## config.mk

```make
export PLATFORM = sky130hd
export DESIGN_NAME = game_sprite_control
export DESIGN_NICKNAME = d
export VERILOG_FILES = /design/src/rtl/game_sprite_control.sv
export SDC_FILE = /design/constraint.sdc
export NUM_CORES = 1
export LEC_CHECK = 0
export ABC_AREA = 0
export CORE_UTILIZATION = 30
export DETAILED_ROUTE_END_ITERATION = 6
export SLEW_MARGIN = 30
export SYNTH_ARGS = -nofsm -noshare
export SYNTH_HDL_FRONTEND = slang
export SYNTH_SLANG_ARGS = --single-unit
```

## constraint.sdc

```tcl
create_clock -name clk -period 4.3 [get_ports clk]
set_clock_uncertainty 0.05 [all_clocks]
set_input_delay 0.43 -clock clk [delete_from_list [all_inputs] [get_ports clk]]
set_output_delay 0.43 -clock clk [all_outputs]
set_load 0.03 [all_outputs]
```

## src/rtl/game_sprite_control.sv

```systemverilog
// game_sprite_control: per-sprite position/velocity unit for the game datapath.
// Holds sprite position and velocity, advances position on step ticks and
// reports whether the sprite is fully inside the visible screen area.
//
// Build option: define GAME_SPRITE_STROBE_EN to pace motion with a step counter
// (one step every STROBE_PERIOD enabled cycles). When it is left undefined the
// counter is not built and the sprite steps on every enabled cycle, which keeps
// simulations short.
module game_sprite_control #(
  parameter int X_WIDTH       = 10,
  parameter int Y_WIDTH       = 10,
  parameter int DXY_WIDTH     = 3,
  parameter int SCREEN_WIDTH  = 640,
  parameter int SCREEN_HEIGHT = 480,
  parameter int SPRITE_WIDTH  = 8,
  parameter int SPRITE_HEIGHT = 8,
  parameter int STROBE_PERIOD = 2**20
) (
  input  logic                 clk,
  input  logic                 reset,
  input  logic                 sprite_write_xy,
  input  logic                 sprite_write_dxy,
  input  logic [X_WIDTH-1:0]   sprite_write_x,
  input  logic [Y_WIDTH-1:0]   sprite_write_y,
  input  logic [DXY_WIDTH-1:0] sprite_write_dx,
  input  logic [DXY_WIDTH-1:0] sprite_write_dy,
  input  logic                 sprite_enable_update,
  output logic [X_WIDTH-1:0]   sprite_x,
  output logic [Y_WIDTH-1:0]   sprite_y,
  output logic                 sprite_within_screen
);

  // Screen limits widened by one bit so the edge sums cannot overflow.
  localparam logic [X_WIDTH:0] SCREEN_W_EXT = (X_WIDTH+1)'(SCREEN_WIDTH);
  localparam logic [Y_WIDTH:0] SCREEN_H_EXT = (Y_WIDTH+1)'(SCREEN_HEIGHT);
  localparam logic [X_WIDTH:0] SPRITE_W_EXT = (X_WIDTH+1)'(SPRITE_WIDTH);
  localparam logic [Y_WIDTH:0] SPRITE_H_EXT = (Y_WIDTH+1)'(SPRITE_HEIGHT);

  // Motion needs at least two cycles per step to be meaningful.
  if (STROBE_PERIOD < 2) begin : g_bad_strobe_period
    $error("game_sprite_control: STROBE_PERIOD must be at least 2");
  end

  logic [X_WIDTH-1:0]   x_q,  x_d;
  logic [Y_WIDTH-1:0]   y_q,  y_d;
  logic [DXY_WIDTH-1:0] dx_q, dx_d;
  logic [DXY_WIDTH-1:0] dy_q, dy_d;
  logic                 tick_s;
  logic [X_WIDTH-1:0]   dx_ext_s;
  logic [Y_WIDTH-1:0]   dy_ext_s;
  logic [X_WIDTH:0]     x_right_s;
  logic [Y_WIDTH:0]     y_bottom_s;

`ifdef GAME_SPRITE_STROBE_EN
  localparam int CNT_W = (STROBE_PERIOD > 2) ? $clog2(STROBE_PERIOD) : 1;
  localparam logic [CNT_W-1:0] CNT_MAX = CNT_W'(STROBE_PERIOD - 1);
  localparam logic [CNT_W-1:0] CNT_ONE = CNT_W'(1);

  logic [CNT_W-1:0] cnt_q, cnt_d;

  // Step counter: runs while enabled, restarts on a position load or when
  // motion is disabled so partial counts are discarded.
  always_comb begin
    cnt_d = cnt_q;
    if (!sprite_enable_update || sprite_write_xy) begin
      cnt_d = '0;
    end else if (cnt_q == CNT_MAX) begin
      cnt_d = '0;
    end else begin
      cnt_d = cnt_q + CNT_ONE;
    end
  end

  // Step tick fires on the last count of each period while enabled.
  always_comb begin
    tick_s = sprite_enable_update & (cnt_q == CNT_MAX);
  end

  // Step counter register.
  always_ff @(posedge clk) begin
    if (reset) begin
      cnt_q <= '0;
    end else begin
      cnt_q <= cnt_d;
    end
  end
`else
  // Without pacing the sprite steps on every enabled cycle.
  always_comb begin
    tick_s = sprite_enable_update;
  end
`endif

  // Sign-extend velocity to the position widths; the add then wraps modulo
  // 2^width, so a negative step from 0 lands at the top of the range.
  always_comb begin
    dx_ext_s = {{(X_WIDTH-DXY_WIDTH){dx_q[DXY_WIDTH-1]}}, dx_q};
    dy_ext_s = {{(Y_WIDTH-DXY_WIDTH){dy_q[DXY_WIDTH-1]}}, dy_q};
  end

  // Next position: a load wins over a step; otherwise hold.
  always_comb begin
    x_d = x_q;
    y_d = y_q;
    if (sprite_write_xy) begin
      x_d = sprite_write_x;
      y_d = sprite_write_y;
    end else if (tick_s) begin
      x_d = x_q + dx_ext_s;
      y_d = y_q + dy_ext_s;
    end else begin
      x_d = x_q;
      y_d = y_q;
    end
  end

  // Next velocity: a step in the same cycle as a velocity load still uses the
  // old velocity because the step reads dx_q/dy_q, not the load value.
  always_comb begin
    dx_d = dx_q;
    dy_d = dy_q;
    if (sprite_write_dxy) begin
      dx_d = sprite_write_dx;
      dy_d = sprite_write_dy;
    end else begin
      dx_d = dx_q;
      dy_d = dy_q;
    end
  end

  // Position and velocity registers; reset overrides any load or step.
  always_ff @(posedge clk) begin
    if (reset) begin
      x_q  <= '0;
      y_q  <= '0;
      dx_q <= '0;
      dy_q <= '0;
    end else begin
      x_q  <= x_d;
      y_q  <= y_d;
      dx_q <= dx_d;
      dy_q <= dy_d;
    end
  end

  // On-screen test from the registered position; a wrapped negative position
  // is a large unsigned value and therefore reads as off-screen.
  always_comb begin
    x_right_s  = {1'b0, x_q} + SPRITE_W_EXT;
    y_bottom_s = {1'b0, y_q} + SPRITE_H_EXT;
    sprite_within_screen = (x_right_s <= SCREEN_W_EXT) & (y_bottom_s <= SCREEN_H_EXT);
  end

  assign sprite_x = x_q;
  assign sprite_y = y_q;

endmodule

```

# Word-level counts from Yosys, hierarchy flattened
# Index checks and enable logic that the tools add are counted.
[classes] n_addsub=4 n_lt_le_gt_ge=2 muxes=4 bitwise=1 n_reduce_logical=1
[ops] cell="2-to-1 mux 10 bit" count=4
[ops] cell="adder 10 x 4 -> 11 bit, second input constant" count=2
[ops] cell="adder 10 bit" count=2
[ops] cell="<= comparator 11 x 10 -> 1 bit, second input constant" count=1
[ops] cell="<= comparator 11 x 9 -> 1 bit, second input constant" count=1
[ops] cell="nonzero test 2 bit" count=1
[ops] cell="bitwise AND 1 bit" count=1
[totals] register_bits=26 in_bits=31 output_inout_bits=21 elab_cells=16

# Depth between registers and ports, before layout
[depth] depth_word=3 depth_mapped=7 ltp_nobuf=7

# Worst setup path after synthesis
# OpenSTA, ideal clock, no wires.
[synth_path] kind="reg-to-output" from="reg y_q[3] (netlist: sprite_y[3])" to="out sprite_within_screen" arrival_ns=2.183 required_ns=3.820 path_slack_ns=1.637 stages_incl_launch_ff=6 path_buffers=0 cell_sequence="dfxtp_1 > ha_1 > nor4_2 > nor4_1 > o31a_1 > a2111oi_2"
[synth_between] elab_chain_len=3
[synth_lines] element="from (decl)" line="45" text="logic [Y_WIDTH-1:0] y_q, y_d;"
[synth_lines] element="from (signal assigned)" line="140" text="y_q <= y_d;"
[synth_lines] element="adder 10 x 4 -> 11 bit" line="150" text="y_bottom_s = {1'b0, y_q} + SPRITE_H_EXT;"
[synth_lines] element="<= comparator 11 x 9 -> 1 bit" line="151" text="sprite_within_screen = (x_right_s <= SCREEN_W_EXT) & (y_bottom_s <= SCREEN_H_EXT);"
[synth_lines] element="bitwise AND 1 bit" line="151"
[synth_lines] element="to (decl)" line="30" text="output logic sprite_within_screen"
# No other way between the ends.

# Final worst setup path
[layout_path] from="reg x_q[4] (netlist: sprite_x[4])" to="out sprite_within_screen"
[layout_between] elab_chain_len=3
[layout_lines] element="from (decl)" line="44" text="logic [X_WIDTH-1:0] x_q, x_d;"
[layout_lines] element="from (signal assigned)" line="134" text="x_q <= '0;"
[layout_lines] element="from (signal assigned)" line="139" text="x_q <= x_d;"
[layout_lines] element="adder 10 x 4 -> 11 bit" line="149" text="x_right_s = {1'b0, x_q} + SPRITE_W_EXT;"
[layout_lines] element="<= comparator 11 x 10 -> 1 bit" line="151"
[layout_lines] element="bitwise AND 1 bit" line="151"
# No other way between the ends.

==> summary.txt <==
Layout
  – # nets final: roughly 340
  – Ant diodes: 0
  – Core Util, Final: 0.415
  – Design area: around 2700 sq um
  – Layout cells sized above 1: 0.0381
  – Area Growth Syn to Fin: 32.5%

Critical path
  – Worst EP required: roughly 3.8 ns
  – Critical path data arrival time: 2.84 ns
  – Slowest cell delay on critical path: roughly 0.74 ns
  – Critical Path Start Type: flop
  – Slowest CP cell: clkdlybuf4s50_1
  – Crit-path cells: ha_1 > nand2b_1 > nor4_1 > a31oi_1 > a2111oi_2 > clkdlybuf4s50_1
  – Worst-path maximum fanout: 6
  – Critical setup path kind: flop to output pin
  – Worst setup EP type: output pin

Route
  – Initial drt markers: between 80 and 90
  – First-pass DRT Iterations: 6
  – Routed WL: about 5.2 mm
  – Vias per std cell: approximately 5.3
  – Final ANT Viol Nets: 0
  – Vias: a little under 2000
  – Post-DR wirelength/cell: between 10 and 15 microns
  – DRC: 8

Power and ir drop
  – Peak VDD IR: approximately 0.19 mV
  – PD cells: about 270 nW/um^2
  – Cell leakage power: 1.06 nW

Synth
  – Syn nets: between 200 and 300
  – Seq/Total Area, Yosys: 0.259
  – Synthesized instance count: ~240
  – Number of synthesized register bits: 26
  – Synth warn: 0
  – Cell Area, Synth: between 2000 and 2500 sq um
  – Syn avg cell area: roughly 8.3 sq um
  – Unique cell type count in the Yosys netlist: 37

Clock network
  – TritonCTS clock tree: built
  – CTS H-tree depth: 1
  – PostCTS Resize Cnt: 0
  – Clock transition at the registers of the reported paths: about 0.10 ns
  – Clk root buf: clkbuf_8
  – Postcts setup bufs: 0
  – Number of CTS-inserted buffers: 3
  – CTS max path bufs: 2
  – Clock tree sinks: 26
  – CTS Hold Bufs: 0
  – Clock latency on the worst-skew pair: approximately 0.28 ns

STA
  – Setup-failing EPs final: 0
  – Worst-margin pin slew: 0.451 ns
  – Final hold vios: 0
  – Slew Viols, Final: 0
  – Max_slew headroom: 0.697
  – Unrepaired setup endpoints after global routing: no
  – Tmin final: about 3.3 ns
  – Setup TNS: 0 ns
  – Fmax: 302 MHz
  – Period utilization: 0.771

Floorplanning
  – Placeable Area: 6420 sq um
  – Die span in y: approximately 84 microns
  – DIE WIDTH: between 80 and 90 microns
  – Die area: roughly 7000 sq um
  – Num rows: 29
  – Initial core utilization: 0.313
  – I/O pin count: 52

GRT
  – Initial antenna violation count: 0
  – GRT met2 Usage: 0.236
  – GR met3 Demand/Resource: 0.0396
  – GR Overflow Total: 0
  – Layer with the highest usage: met2
  – Global-route wire length before repair: 8.89 mm
  – GR Util met1: 0.215
  – Total track usage: 0.153
  – Vias in the first global route: 1829
  – Largest net degree at the start of global routing: 42

Placed design
  – Number of input and output port buffers inserted: 51
  – Post-DP HPWL: ~3.9 mm
  – Cell Area, Placed: roughly 2600 sq um
  – GPL Wtd Cong: around 0.8

Flow run
  – Total of max-cap violations: 0

Hold path
  – Min-delay worst type: flop to flop

Run status
  – Outcome: complete, but fails checks
  – Failing checks: design-rule violations
[synthesized netlist by cell type (all sizes together)]
master | number | area, sq um
nor3b | 13 | 97.6
o211a | 1 | 10.0
a211oi | 8 | 65.1
nand2 | 10 | 37.5
a31oi | 4 | 25.0
nand4 | 1 | 6.26
inv | 4 | 15.0
xnor2 | 6 | 52.6
a21boi | 1 | 7.51
o211ai | 6 | 45.0
a41oi | 2 | 25.0
nor3 | 1 | 5.00
nand3 | 2 | 10.0
ha | 20 | 250
nand3b | 1 | 7.51
dfxtp | 26 | 521
o21ai | 14 | 70.1
buf | 2 | 10.0
o22ai | 10 | 62.6
nor4 | 3 | 25.0
nand2b | 5 | 31.3
fa | 2 | 40.0
o31a | 1 | 8.76
a21oi | 36 | 180
a21o | 4 | 30.0
nor2b | 1 | 6.26
mux2i | 10 | 100
o21bai | 3 | 22.5
nor2 | 23 | 86.3
a2111oi | 1 | 15.0
a211o | 4 | 35.0
xor2 | 8 | 70.1
clkbuf | 10 | 37.5
[placed cells by master, fill, tap and decap left out, types with 2 or more instances in the layout]
| master | n |
|---|---|
| o21bai_1 | 3 |
| nor2_1 | 23 |
| a21oi_1 | 36 |
| nand3_1 | 2 |
| xor2_1 | 8 |
| o21ai_0 | 12 |
| fa_1 | 2 |
| nor4_1 | 2 |
| a211o_1 | 4 |
| inv_1 | 4 |
| o21ai_1 | 2 |
| clkbuf_8 | 3 |
| xnor2_1 | 6 |
| a211oi_1 | 7 |
| ha_1 | 20 |
| a31oi_1 | 4 |
| a21o_1 | 4 |
| o211ai_1 | 6 |
| clkdlybuf4s50_1 | 51 |
| o22ai_1 | 10 |
| nand2_1 | 10 |
| nand2b_1 | 5 |
| mux2i_1 | 10 |
| dfxtp_1 | 26 |
| buf_4 | 3 |
| nor3b_1 | 13 |
[worst max-delay path, delay by kind of cell, from the launching register on]
kind | cells | cell delay (ns)
buffers and inverters | 1 | 0.74
adder cells (fa/ha/maj) | 1 | 0.26
flip-flops | 1 | 0.44
AO/OA/AOI/OAI | 2 | 0.63
AND/OR/NAND/NOR | 2 | 0.48
[path summary, 6_finish.rpt]
kind                     from                   end  slack (ns)  cells past startpoint
hold / removal        dx_q[0]               dx_q[0]        0.48                      2
hold reg to reg       dx_q[0]               dx_q[0]        0.48                      2
setup / recovery  sprite_x[4]  sprite_within_screen        0.98                      6
setup reg to reg  sprite_y[0]           sprite_y[8]        2.03                      7
[area by class of cell]
type,instances,area (sq um)
Fill cell,662,3760
Multi-Input combinational cell,201,1430
Timing Repair Buffer,54,533
Clock inverter,1,30.0
Clock buffer,3,41.3
Tap cell,77,96.3
Inverter,4,15.0
Sequential cell,26,520
[kinds of logic (layout without fill, tap and decap cells)]
family / after synthesis / in the layout / synth area share
multiplexers: 10 / 10 / 0.0498
adder cells (fa/ha/maj): 22 / 22 / 0.144
AO/OA/AOI/OAI: 95 / 95 / 0.299
XOR/XNOR: 14 / 14 / 0.0610
flip-flops: 26 / 26 / 0.259
AND/OR/NAND/NOR: 60 / 60 / 0.156
buffers and inverters: 16 / 62 / 0.0311
[report_power, final]
group / total [mW] / leakage (nW) / switching [mW] / internal, mW
registers: 0.285 / 0.215 / 0.0269 / 0.258
logic: 0.228 / 0.813 / 0.117 / 0.112
clock network: 0.212 / 0.0357 / 0.0869 / 0.125
total: 0.725 / 1.06 / 0.231 / 0.494
[registers in the layout (all words and copies together) (netlist names)]
| name | count |
|---|---|
| dy_q | 3 |
| sprite_y | 10 |
| dx_q | 3 |
| sprite_x | 10 |
[stage by stage]
step                total power [mW]  worst slack (ns)  std cells  hold slack (ns)
detailed placement             0.520              1.31        362            0.459
global route                   0.768             0.834        366            0.532
CTS                            0.739             0.965        366            0.494
global placement               0.516              1.41        362            0.439
floorplan                      0.433              1.64        243            0.415
finish                         0.725             0.985        366            0.479
[layer usage]
metal	routed length, microns	vias to the layer above
li1	-	1006
met1	2610	882
met2	2190	55
met3	343	4
met4	27	0
met5	0	-
Note: power is estimated with default switching activity, not from simulation.
